**src/rtl/latency_aware_switch.sv**
```systemverilog
// Registered N_IN x N_OUT crossbar with per-input FIFOs, round-robin input fairness and
// optional latency-aware output selection (enabled by defining SWITCH_LATENCY_AWARE_EN).
module latency_aware_switch #(
   parameter int DWIDTH              = 16,
   parameter int LATENCY_COUNT_WIDTH = 5,
   parameter int N_IN                = 4,
   parameter int N_OUT               = 4,
   parameter int IN_DEPTH            = 2
) (
   input  logic                                clk,
   input  logic                                rst,
   input  logic [N_IN-1:0]                     in_valid,
   input  logic [N_IN*DWIDTH-1:0]              in_data,
   output logic [N_IN-1:0]                     in_ready,
   output logic [N_IN*LATENCY_COUNT_WIDTH-1:0] in_latency,
   output logic [N_OUT-1:0]                    out_valid,
   output logic [N_OUT*DWIDTH-1:0]             out_data,
   input  logic [N_OUT-1:0]                    out_ready,
   input  logic [N_OUT*LATENCY_COUNT_WIDTH-1:0] out_latency
);

   localparam int LCW = LATENCY_COUNT_WIDTH;
   localparam int PW  = $clog2(IN_DEPTH);
   localparam int CW  = PW + 1;
   localparam int RW  = $clog2(N_IN);

   logic [DWIDTH-1:0] mem_q    [N_IN][IN_DEPTH];
   logic [PW-1:0]     wr_ptr_q [N_IN];
   logic [PW-1:0]     rd_ptr_q [N_IN];
   logic [CW-1:0]     cnt_q    [N_IN];
   logic [DWIDTH-1:0] head     [N_IN];

   logic [N_IN-1:0]         push;
   logic [N_IN-1:0]         grant;
   logic [N_OUT-1:0]        avail;
   logic [N_OUT-1:0]        taken;
   logic [N_OUT-1:0]        out_load;
   logic [RW-1:0]           out_src [N_OUT];
   logic [RW-1:0]           rr_q, rr_d;
   logic [N_OUT-1:0]        out_valid_q;
   logic [N_OUT*DWIDTH-1:0] out_data_q;

   int   idx;
   int   best;
   logic found;
`ifdef SWITCH_LATENCY_AWARE_EN
   logic [LCW-1:0] best_lat;
`endif

   // Ready depends only on FIFO occupancy and reset, never on downstream ready.
   always_comb begin
      for (int i = 0; i < N_IN; i++) begin
         in_ready[i] = ~rst & (cnt_q[i] != CW'(IN_DEPTH));
         head[i]     = mem_q[i][rd_ptr_q[i]];
      end
   end

   assign push  = in_valid & in_ready;
   assign avail = ~out_valid_q | out_ready;

   // NOTE: every variable written here gets a default first, so no path leaves one unassigned
   // and no latch is inferred.
   always_comb begin
      taken    = '0;
      grant    = '0;
      out_load = '0;
      rr_d     = rr_q;
      idx      = 0;
      best     = 0;
      found    = 1'b0;
`ifdef SWITCH_LATENCY_AWARE_EN
      best_lat = '1;
`endif
      for (int j = 0; j < N_OUT; j++) out_src[j] = '0;
      for (int k = 0; k < N_IN; k++) begin
         idx = int'(rr_q) + k;
         if (idx >= N_IN) idx = idx - N_IN;
         if (cnt_q[idx] != '0) begin
            found = 1'b0;
            best  = 0;
`ifdef SWITCH_LATENCY_AWARE_EN
            best_lat = '1;
`endif
            for (int j = 0; j < N_OUT; j++) begin
               if (avail[j] && !taken[j]) begin
`ifdef SWITCH_LATENCY_AWARE_EN
                  // Strict compare keeps the lowest index on a latency tie.
                  if (!found || (out_latency[j*LCW +: LCW] < best_lat)) begin
                     found    = 1'b1;
                     best     = j;
                     best_lat = out_latency[j*LCW +: LCW];
                  end
`else
                  if (!found) begin
                     found = 1'b1;
                     best  = j;
                  end
`endif
               end
            end
            if (found) begin
               taken[best]    = 1'b1;
               out_load[best] = 1'b1;
               out_src[best]  = idx[RW-1:0];
               grant[idx]     = 1'b1;
               rr_d           = (idx == N_IN - 1) ? '0 : RW'(idx + 1);
            end
         end
      end
   end

   // NOTE: FIFO storage carries no reset; the cleared counts make stale entries unreachable.
   always_ff @(posedge clk) begin
      for (int i = 0; i < N_IN; i++) begin
         if (push[i]) mem_q[i][wr_ptr_q[i]] <= in_data[i*DWIDTH +: DWIDTH];
      end
   end

   // NOTE: sequential state uses non-blocking assignments so every register samples pre-edge values.
   always_ff @(posedge clk) begin
      if (rst) begin
         rr_q        <= '0;
         out_valid_q <= '0;
         out_data_q  <= '0;
         for (int i = 0; i < N_IN; i++) begin
            wr_ptr_q[i] <= '0;
            rd_ptr_q[i] <= '0;
            cnt_q[i]    <= '0;
         end
      end else begin
         rr_q <= rr_d;
         for (int i = 0; i < N_IN; i++) begin
            if (push[i])  wr_ptr_q[i] <= wr_ptr_q[i] + 1'b1;
            if (grant[i]) rd_ptr_q[i] <= rd_ptr_q[i] + 1'b1;
            cnt_q[i] <= cnt_q[i] + CW'(push[i]) - CW'(grant[i]);
         end
         for (int j = 0; j < N_OUT; j++) begin
            if (out_load[j]) begin
               out_valid_q[j]                  <= 1'b1;
               out_data_q[j*DWIDTH +: DWIDTH] <= head[out_src[j]];
            end else if (out_ready[j]) begin
               out_valid_q[j] <= 1'b0;
            end
         end
      end
   end

   assign out_valid = out_valid_q;
   assign out_data  = out_data_q;

`ifdef SWITCH_LATENCY_AWARE_EN
   localparam logic [LCW:0] SWITCH_LAT = (LCW+1)'(2);

   logic [LCW-1:0] min_lat;
   logic [LCW:0]   lat_sum;
   logic [LCW-1:0] lat_d, lat_q;

   always_comb begin
      min_lat = out_latency[0 +: LCW];
      for (int j = 1; j < N_OUT; j++) begin
         if (out_latency[j*LCW +: LCW] < min_lat) min_lat = out_latency[j*LCW +: LCW];
      end
   end

   assign lat_sum = {1'b0, min_lat} + SWITCH_LAT;
   assign lat_d   = lat_sum[LCW] ? '1 : lat_sum[LCW-1:0];

   always_ff @(posedge clk) begin
      if (rst) lat_q <= '1;
      else     lat_q <= lat_d;
   end

   assign in_latency = {N_IN{lat_q}};
`else
   logic unused_out_latency;
   assign unused_out_latency = ^out_latency;
   assign in_latency         = '0;
`endif

endmodule

```
**config.mk**
```make
export PLATFORM = sky130hd
export DESIGN_NAME = latency_aware_switch
export DESIGN_NICKNAME = d
export VERILOG_FILES = /design/src/rtl/latency_aware_switch.sv
export SDC_FILE = /design/constraint.sdc
export NUM_CORES = 1
export LEC_CHECK = 0
export ABC_AREA = 1
export BUFFER_PORTS_ARGS = -buffer_cell sky130_fd_sc_hd__buf_2
export CORE_MARGIN = 2
export CORE_UTILIZATION = 50
export CTS_CLUSTER_SIZE = 14
export DETAILED_ROUTE_END_ITERATION = 10
export HOLD_SLACK_MARGIN = 0.08
export PLACE_DENSITY_LB_ADDON = 0.15
export SYNTH_ARGS = -nofsm -noshare
export SYNTH_HDL_FRONTEND = slang
export SYNTH_SLANG_ARGS = --single-unit
```
**constraint.sdc**
```tcl
create_clock -name clk -period 5.18 [get_ports clk]
set_clock_uncertainty 0.2 [all_clocks]
set_input_delay 1.295 -clock clk [delete_from_list [all_inputs] [get_ports clk]]
set_output_delay 1.295 -clock clk [all_outputs]
set_load 0.01 [all_outputs]
```
==> results.py <==
metrics = {
    "yosys": {
        "yosysUniqueCellTypes": 48,
        "synth_compound_area_share_pct": 8.90,
        "yosys_register_bits": 214,
        "syn-cell-area_um2": 11600,
        "synth-simple-area-share_pct": 24.9,
        "syn_avg_cell_area_um2": 8.64,
        "synth_warnings": 0,
        "muxShareOfSynthArea_pct": 4.82,
        "synth_edf_count": 136,
        "synthFlopType": "edfxtp_1",
        "synth_area_leaders": "edfxtp_1, dfxtp_1, nand3_1",
        "synth_top_family_by_area": "simple AND/OR/NAND/NOR gates",
        "syn_inst": 1346,
        "synth_fa_ha_area_share_pct": 1.51,
        "synth_top_area_share_pct": 35.1,
        "synth_seq_area_share_pct": 48.5,
        "synth_async_sr_flop_share_pct": 0,
        "synthXorXnorAreaFrac_pct": 0.376,
        "synth_top_cell_by_area": "edfxtp_1",
    },
    "routing": {
        "ant_nets": 0,
        "vias_per_cell": 5.59,
        "drc_errors": 0,
        "drt_iter0_drc": 1162,
        "vias": 9877,
        "first_pass_iters": 6,
        "wl_per_cell_um": 18.9,
        "drt_wl_total_mm": 33.4,
    },
    "clock_tree": {
        "cts-htree-levels": 1,
        "cts_setup_buffers": 0,
        "holdBufCountCts": 0,
        "ctsLongestPathBuffers": 3,
        "cts_tree": "yes",
        "clock_tree.root_cell": "clkbuf_16",
        "clk_pin_slew_ns": 0.06,
        "clkLatencyLatePin_ns": 0.51,
        "cts_sinks": 214,
        "cts_inserted_buffers": 23,
        "ctsResizeCount": 0,
    },
    "floorplanning": {
        "start_util_pct": 51.2,
        "die_y_um": 157,
        "io_pins": 186,
        "num_rows": 55,
        "design.die.area_um2": 24500,
        "core_um2": 22700,
        "dieWidth_um": 157,
    },
    "layout": {
        "stdcell_count": 1768,
        "final_util_pct": 58.0,
        "final_common_cell": "nand2_1",
        "final_cell_mix": "nand2_1, nand3_1, inv_1, buf_2, edfxtp_1",
        "diodes": 0,
        "drive_above_1_share_pct": 19.0,
        "ff_latch_area_um2": 5650,
        "area.growth.synth_to_final_pct": 13.3,
        "multiInputGateArea_um2": 4790,
        "fin_nets": 1575,
        "fill_cells": 2112,
    },
    "worst_setup_path": {
        "cp.required_ns": 5.44,
        "cp-end-kind": "flop",
        "arrival_ns": 4.49,
        "crit_fanout": 32,
        "worst-setup-path-type": "reg2reg",
        "critPathLaunchType": "flop",
        "r2r_setup_slack_ns": 0.95,
    },
    "grt": {
        "grt_max_degree": 66,
        "antenna_found_initial": 0,
        "overflow": 0,
        "grt_use_total_pct": 27.0,
        "grt_first_pass_wirelength_mm": 50.1,
        "grt_pass1_vias": 8816,
    },
    "timing": {
        "hold_viol_final": 0,
        "slew_headroom_pct": 29.4,
        "finalCritPeriodShare_pct": 81.6,
        "setup_violations": 0,
        "rsz0062_at_grt": "false",
        "min_period_ns": 4.23,
        "hold_ws_ns": 0.293,
        "setup_tns_ns": 0,
        "max_freq_mhz": 237,
        "tightest_slew_ns": 1.06,
        "slew_viol_final": 0,
    },
    "job": {
        "cap_violations": 0,
    },
    "placement": {
        "port_buffers": 145,
        "placedCellCount": 1727,
        "dp_hpwl_mm": 23.7,
        "gp_congestion": 0.960,
    },
    "run_status": {
        "run_status": "finished clean",
    },
    "hold_path": {
        "hold_path.class": "reg2reg",
    },
}
state kept, by name (all words and copies together) (netlist names):
register and cells:
mem_q 128, out_data 64, cnt_q 8, out_valid 4, rd_ptr_q 4, wr_ptr_q 4
rr_q 2
metrics by stage:
step	setup WS, ns	cell area (µm²)
floorplan	0.979	11700
global route	0.564	13200
detailed placement	0.441	12500
global placement	0.521	12500
finish	0.954	13200
CTS	0.957	13200
final cells by class:
class / instances / share of cell area [%]
clock inverter: 12 / 0.750
multi-input combinational: 867 / 36.4
sequential: 214 / 42.8
inverter: 185 / 5.27
timing repair buffer: 176 / 7.37
clock buffer: 29 / 4.70
tap: 285 / 2.71
critical path: stages (launching register included):
cell and delay [ns]:
dfxtp_1 0.66, inv_2 0.21, ha_1 0.34, inv_1 0.23, nand2_1 0.16, nand2_4 0.13, nand3_2 0.13, nand2_2 0.16
o21bai_1 0.20, nand2_1 0.17, inv_2 0.13, nand3_4 0.12, nand2_2 0.14, nand3_2 0.55, nand2_1 0.21, nand3_1 0.08
nand3_1 0.22, nand2_1 0.08, inv_1 0.05
per-layer routing:
layer | part of all wire, % | track usage [%] | up-vias
li1 | - | - | 4765
met1 | 43 | 37.6 | 4551
met2 | 43 | 40.4 | 463
met3 | 8.8 | 5.84 | 98
met4 | 4.5 | 11.9 | 0
met5 | 0 | 0 | -
synthesized netlist by cell type (all sizes together) (2+ instances only):
| master | instances |
|---|---|
| ha | 14 |
| edfxtp | 136 |
| o221ai | 4 |
| a21oi | 25 |
| o211ai | 26 |
| nor2 | 41 |
| o31ai | 3 |
| mux2i | 56 |
| or2 | 7 |
| o21bai | 10 |
| nand2 | 273 |
| nand4 | 37 |
| buf | 71 |
| clkbuf | 28 |
| a32oi | 2 |
| nor3 | 8 |
| inv | 185 |
| dfxtp | 78 |
| a31oi | 2 |
| o21ai | 94 |
| xor2 | 4 |
| nand3 | 236 |
worst paths after layout:
check	end	from	cells past startpoint
setup reg to reg	out_data[62]	rr_q[1]	18
setup / recovery	out_data[62]	rr_q[1]	18
hold / removal	cnt_q[2][1]	cnt_q[2][1]	1
hold reg to reg	cnt_q[2][1]	cnt_q[2][1]	1
logic make-up (layout without fill, tap and decap cells):
logic type,after synthesis,after routing
flops,214,214
compound gates,169,169
xor+xnor,5,5
fa+ha+maj,14,14
simple gates,603,603
other cells,1,20
buf+inv,284,402
mux,56,56
Power is not shown: default switching activity piles up to over one toggle a cycle in this logic, so the estimate is an artifact.
